$ cat src/rtl/pcm_to_pdm.sv
// PCM-to-PDM transmitter: a small sample FIFO feeds a first-order sigma-delta modulator
// clocked by a divided PDM clock; every frame of SAMPLE_DEC_FACTOR bits carries exactly `sample` ones.
module pcm_to_pdm #(
   parameter int BIT_WIDTH          = 6,
   parameter int PDM_CLK_DEC_FACTOR = 12,
   parameter int SAMPLE_DEC_FACTOR  = 48,
   parameter int FIFO_DEPTH         = 8
) (
   input  logic                        clk,
   input  logic                        rst,
   input  logic                        enable,
   input  logic [BIT_WIDTH-1:0]        s_data,
   input  logic                        s_valid,
   output logic                        s_ready,
   output logic                        pdm_clk,
   output logic                        pdm,
   output logic                        frame_start,
   output logic [$clog2(FIFO_DEPTH):0] fifo_level,
   output logic                        underrun
);

   localparam int PTR_W = $clog2(FIFO_DEPTH);
   localparam int CNT_W = PTR_W + 1;
   localparam int ERR_W = BIT_WIDTH + 1;
   localparam int DIV_W = (PDM_CLK_DEC_FACTOR > 1) ? $clog2(PDM_CLK_DEC_FACTOR) : 1;
   localparam int BIT_W = (SAMPLE_DEC_FACTOR > 1) ? $clog2(SAMPLE_DEC_FACTOR) : 1;

   localparam logic [DIV_W-1:0]     DIV_LAST  = DIV_W'(PDM_CLK_DEC_FACTOR - 1);
   localparam logic [BIT_W-1:0]     BIT_LAST  = BIT_W'(SAMPLE_DEC_FACTOR - 1);
   localparam logic [BIT_WIDTH-1:0] CUR_MAX   = BIT_WIDTH'(SAMPLE_DEC_FACTOR);
   localparam logic [ERR_W-1:0]     ERR_FRAME = ERR_W'(SAMPLE_DEC_FACTOR);
   localparam logic [CNT_W-1:0]     CNT_FULL  = CNT_W'(FIFO_DEPTH);

   logic [BIT_WIDTH-1:0] mem [FIFO_DEPTH];

   logic [DIV_W-1:0]     div_q, div_d;
   logic [BIT_W-1:0]     bit_q, bit_d;
   logic [ERR_W-1:0]     err_q, err_d;
   logic [BIT_WIDTH-1:0] cur_q, cur_d;
   logic [PTR_W-1:0]     wr_ptr_q, wr_ptr_d;
   logic [PTR_W-1:0]     rd_ptr_q, rd_ptr_d;
   logic [CNT_W-1:0]     count_q, count_d;
   logic                 pdm_clk_q, pdm_clk_d;
   logic                 pdm_q, pdm_d;
   logic                 s_ready_q, s_ready_d;
   logic                 frame_start_q, frame_start_d;
   logic                 underrun_q, underrun_d;

   logic                 push, pop, step, frame_step, div_wrap, fifo_empty;
   logic [BIT_WIDTH-1:0] head;
   logic [ERR_W-1:0]     sum;

   always_comb begin
      // NOTE: every signal assigned here gets a default first, so no path can infer a latch.
      div_d         = div_q;
      bit_d         = bit_q;
      err_d         = err_q;
      cur_d         = cur_q;
      wr_ptr_d      = wr_ptr_q;
      rd_ptr_d      = rd_ptr_q;
      pdm_clk_d     = pdm_clk_q;
      pdm_d         = pdm_q;
      frame_start_d = 1'b0;
      underrun_d    = underrun_q;
      sum           = '0;

      push       = s_valid & s_ready_q;
      fifo_empty = (count_q == '0);
      div_wrap   = (div_q == DIV_LAST);
      step       = enable & div_wrap & pdm_clk_q;
      frame_step = step & (bit_q == '0);
      pop        = frame_step & ~fifo_empty;
      head       = mem[rd_ptr_q];

      if (enable) begin
         div_d = div_wrap ? '0 : div_q + DIV_W'(1);
         if (div_wrap) pdm_clk_d = ~pdm_clk_q;
      end else begin
         div_d     = '0;
         bit_d     = '0;
         err_d     = '0;
         pdm_clk_d = 1'b0;
         pdm_d     = 1'b0;
      end

      // The sample loaded at a frame start is already used by that frame's first step.
      if (frame_step) begin
         frame_start_d = 1'b1;
         if (fifo_empty) underrun_d = 1'b1;
         else            cur_d      = (head > CUR_MAX) ? CUR_MAX : head;
      end

      if (step) begin
         sum = err_q + {1'b0, cur_d};
         if (sum >= ERR_FRAME) begin
            pdm_d = 1'b1;
            err_d = sum - ERR_FRAME;
         end else begin
            pdm_d = 1'b0;
            err_d = sum;
         end
         bit_d = (bit_q == BIT_LAST) ? '0 : bit_q + BIT_W'(1);
      end

      if (push) wr_ptr_d = wr_ptr_q + PTR_W'(1);
      if (pop)  rd_ptr_d = rd_ptr_q + PTR_W'(1);
      count_d   = count_q + CNT_W'(push) - CNT_W'(pop);
      s_ready_d = (count_d != CNT_FULL);
   end

   always_ff @(posedge clk) begin
      // NOTE: state updates use non-blocking assignments so every flop samples pre-edge values.
      if (rst) begin
         div_q         <= '0;
         bit_q         <= '0;
         err_q         <= '0;
         cur_q         <= '0;
         wr_ptr_q      <= '0;
         rd_ptr_q      <= '0;
         count_q       <= '0;
         pdm_clk_q     <= 1'b0;
         pdm_q         <= 1'b0;
         s_ready_q     <= 1'b0;
         frame_start_q <= 1'b0;
         underrun_q    <= 1'b0;
      end else begin
         div_q         <= div_d;
         bit_q         <= bit_d;
         err_q         <= err_d;
         cur_q         <= cur_d;
         wr_ptr_q      <= wr_ptr_d;
         rd_ptr_q      <= rd_ptr_d;
         count_q       <= count_d;
         pdm_clk_q     <= pdm_clk_d;
         pdm_q         <= pdm_d;
         s_ready_q     <= s_ready_d;
         frame_start_q <= frame_start_d;
         underrun_q    <= underrun_d;
      end
   end

   // NOTE: the sample storage has no reset; the pointers and count alone decide which entries are valid.
   always_ff @(posedge clk) begin
      if (push) mem[wr_ptr_q] <= s_data;
   end

   assign s_ready     = s_ready_q;
   assign pdm_clk     = pdm_clk_q;
   assign pdm         = pdm_q;
   assign frame_start = frame_start_q;
   assign fifo_level  = count_q;
   assign underrun    = underrun_q;

endmodule

$ cat config.mk
export PLATFORM = sky130hd
export DESIGN_NAME = pcm_to_pdm
export DESIGN_NICKNAME = d
export VERILOG_FILES = /design/src/rtl/pcm_to_pdm.sv
export SDC_FILE = /design/constraint.sdc
export NUM_CORES = 1
export LEC_CHECK = 0
export BUFFER_PORTS_ARGS = -buffer_cell sky130_fd_sc_hd__buf_2
export CAP_MARGIN = 40
export CORE_AREA = 4 4 111 71
export CTS_CLUSTER_SIZE = 10
export DETAILED_ROUTE_END_ITERATION = 10
export DIE_AREA = 0 0 115 75
export PLACE_DENSITY_LB_ADDON = 0.08
export SLEW_MARGIN = 20
export SYNTH_ARGS = -nofsm -noshare
export SYNTH_HDL_FRONTEND = slang
export SYNTH_SLANG_ARGS = --single-unit
$ cat constraint.sdc
create_clock -name clk -period 4.5 [get_ports clk]
set_input_delay 0.675 -clock clk [delete_from_list [all_inputs] [get_ports clk]]
set_output_delay 0.675 -clock clk [all_outputs]
set_load 0.01 [all_outputs]
==> impl_metrics.tcl <==
set metrics [dict create \
    grt_pass1_wl_um 12700 \
    drt_iter0_markers 142 \
    p_per_area_nw_per_um2 398 \
    post_drt_wl_per_cell_um 17.0 \
    fin_ws_ps 324 \
    diodes 0 \
    grt.total_usage_pct 19.9 \
    synthCells 323 \
    rows 24 \
    synth_top_cell_area_share_pct 36.1 \
    num_vias 2521 \
    synth_edf_count 48 \
    netlist_area_um2 3990 \
    drc 0 \
    antenna_found_initial 0 \
    insertion_delay_ps 340 \
    via_per_inst 5.64 \
    p_leak_nw 1.68 \
    grt_max_degree 25 \
    drt_first_pass_iters 4 \
    irDropWorstVdd_mv 0.320 \
    area_growth_pct 13.7 \
    ant_nets 0 \
    worstMarginPinSlew_ps 719 \
    yosysTopAreaCell "edfxtp_1" \
    period_needed_ps 4180 \
    hold_class "reg -> reg" \
    synth_seq_area_share_pct 56.6 \
    async_reset_ff_share_pct 0 \
    preCtsSetupSlack_ps 136 \
    cts_tree "yes" \
    die_x_um 115 \
    cp-start-kind "flip-flop" \
    grt_overflow 0 \
    start_util_pct 57.3 \
    postPlaceCellArea_um2 4200 \
    ioPinCount 19 \
    core_um2 6970 \
    synth.net_count 352 \
    finalSetupViolations 0 \
    cts.sinks 89 \
    netlist_top_cells_area "edfxtp_1 36%, dfxtp_1 21%, ha_1 5.3%" \
    hpwl_um 5410 \
    max-slew-margin-rel_pct 52.1 \
    gp_congestion 0.820 \
    htree_levels 3 \
    clkTransAtPathRegs_ps 60 \
    die_h_um 75 \
    cts_root_buf "clkbuf_16" \
    cts-buffers-inserted 9 \
    synth_common_cells "48 x edfxtp_1, 41 x dfxtp_1, 32 x nor2_1" \
    critPathRequiredTime_ps 4750 \
    grt_pass1_vias 2417 \
    status "finished, final reports clean" \
    die_area_um2 8630 \
    synth_warnings 0 \
    yosysUniqueCellTypes 49 \
    tns_ps 0 \
    crit_fanout 6 \
    drive_above_1_share_pct 17.4 \
    portBuffers 18 \
    wl_um 7580 \
    synth_most_common_cell "edfxtp_1" \
    cp-end-kind "flip-flop" \
    hold_viol 0 \
    fin_worst_skew_ps 6.52 \
    clock_path_buffers 2 \
    crit_arrival_ps 4420 \
    crit_type "reg -> reg" \
    drv_cap 0 \
    fin_crit_sh_pct 92.8 \
    final_nets 380 \
    ys_seq_elements 89 \
    nFillCells 542 \
    slew_violations 0 \
    synthFlopType "edfxtp_1" \
    clock.fmax_mhz 239 \
    syn_avg_cell_area_um2 12.4 \
    stdcell_area_um2 4540 \
]
-- worst paths after layout --
| path | start | end | slack [ps] | cells past startpoint |
|---|---|---|---|---|
| hold / removal | div_q[0] | div_q[0] | 470 | 1 |
| setup / recovery | div_q[0] | err_q[4] | 320 | 19 |
| hold reg to reg | div_q[0] | div_q[0] | 470 | 1 |
| setup reg to reg | div_q[0] | err_q[4] | 320 | 19 |
-- metal layers --
| metal | share of wire [%] | up-vias | wire length (µm) | track usage, % |
|---|---|---|---|---|
| met5 | 0 | - | 0 | 0 |
| met2 | 40 | 51 | 3030 | 25.6 |
| met1 | 54 | 1221 | 4110 | 31.3 |
| met3 | 5.0 | 7 | 376 | 6.59 |
| met4 | 0.86 | 0 | 65 | 5.73 |
| li1 | - | 1242 | - | - |
-- per-stage QoR --
step / hold slack (ps) / cells / util [%] / total power [W]
after floorplan: 427 / 323 / - / 0.00102
after global placement: 446 / 427 / 60.1 / 0.00107
after detailed placement: 446 / 429 / 60.3 / 0.00107
after CTS: 460 / 445 / 64.7 / 0.00183
after global routing: 494 / 447 / 65.2 / 0.00189
final: 465 / 447 / 65.2 / 0.00181
-- what timing repair did --
item                                    CTS  global route
endpoints found under the setup margin    0             4
hold buffers                              0             0
resized for setup                         0             7
setup buffers                             0             2
-- final cells by class --
cell class	instances	area, µm²	share of cell area (%)
Multi-Input combinational cell	206	1630	35.9
Inverter	16	60.1	1.32
Clock buffer	10	239	5.26
Sequential cell	89	2270	49.9
Clock inverter	6	65.1	1.43
Tap cell	91	114	2.51
Timing Repair Buffer	29	168	3.69
-- cell families (layout without fill, tap and decap cells) --
logic type | after synthesis | count (layout) | share of synthesized area [%]
mux | 19 | 19 | 9.27
simple gates | 107 | 107 | 13.4
flops | 89 | 89 | 56.6
compound gates | 45 | 45 | 7.74
xor+xnor | 16 | 16 | 3.51
fa+ha+maj | 19 | 19 | 6.33
buf+inv | 28 | 61 | 3.13
-- power by group --
part	internal, W	switching, W	leakage, nW
registers	0.000887	0.0000208	0.766
clock network	0.000447	0.000303	0.151
logic	0.0000618	0.0000886	0.766
total	0.00140	0.000412	1.68
-- registers in the layout, summed over array words and instances, names as in the netlist, 3 cells and up, named ones only --
name        count
mem            48
err_q           7
bit_q           6
cur_q           6
div_q           4
fifo_level      4
rd_ptr_q        3
wr_ptr_q        3
-- critical path: stages (launching register included) --
cell	delay, ps
dfxtp_1	360
ha_2	240
and4b_1	230
nand4_1	130
or2_4	310
o31ai_4	260
ha_2	230
inv_1	50
fa_1	400
nor2b_1	180
o22ai_1	150
xor2_1	290
inv_1	100
ha_1	240
nand2_1	80
nor3_1	40
o21ai_0	80
nand3b_1	160
or3_1	360
a211oi_1	200
-- placed cells by master, fill, tap and decap left out, drive strengths merged, types with 2 or more instances in the layout --
master and instances:
edfxtp 48, dfxtp 41, nor2 32, buf 29, nand2 27, inv 18
a21oi 17, ha 17, mux4 12, clkbuf 10, xor2 9, o21ai 9
nor2b 8, nor3 8, xnor2 7, mux2i 7, nand3 7, o31ai 4
nor3b 3, nor4 3, nand2b 3, and3 3, o311ai 3, nand3b 3
a211oi 3, clkinv 3, and4b 2, nand4 2, o21bai 2, nand4b 2
o31a 2, fa 2, or2 2
(Power assumes the default switching activity.)
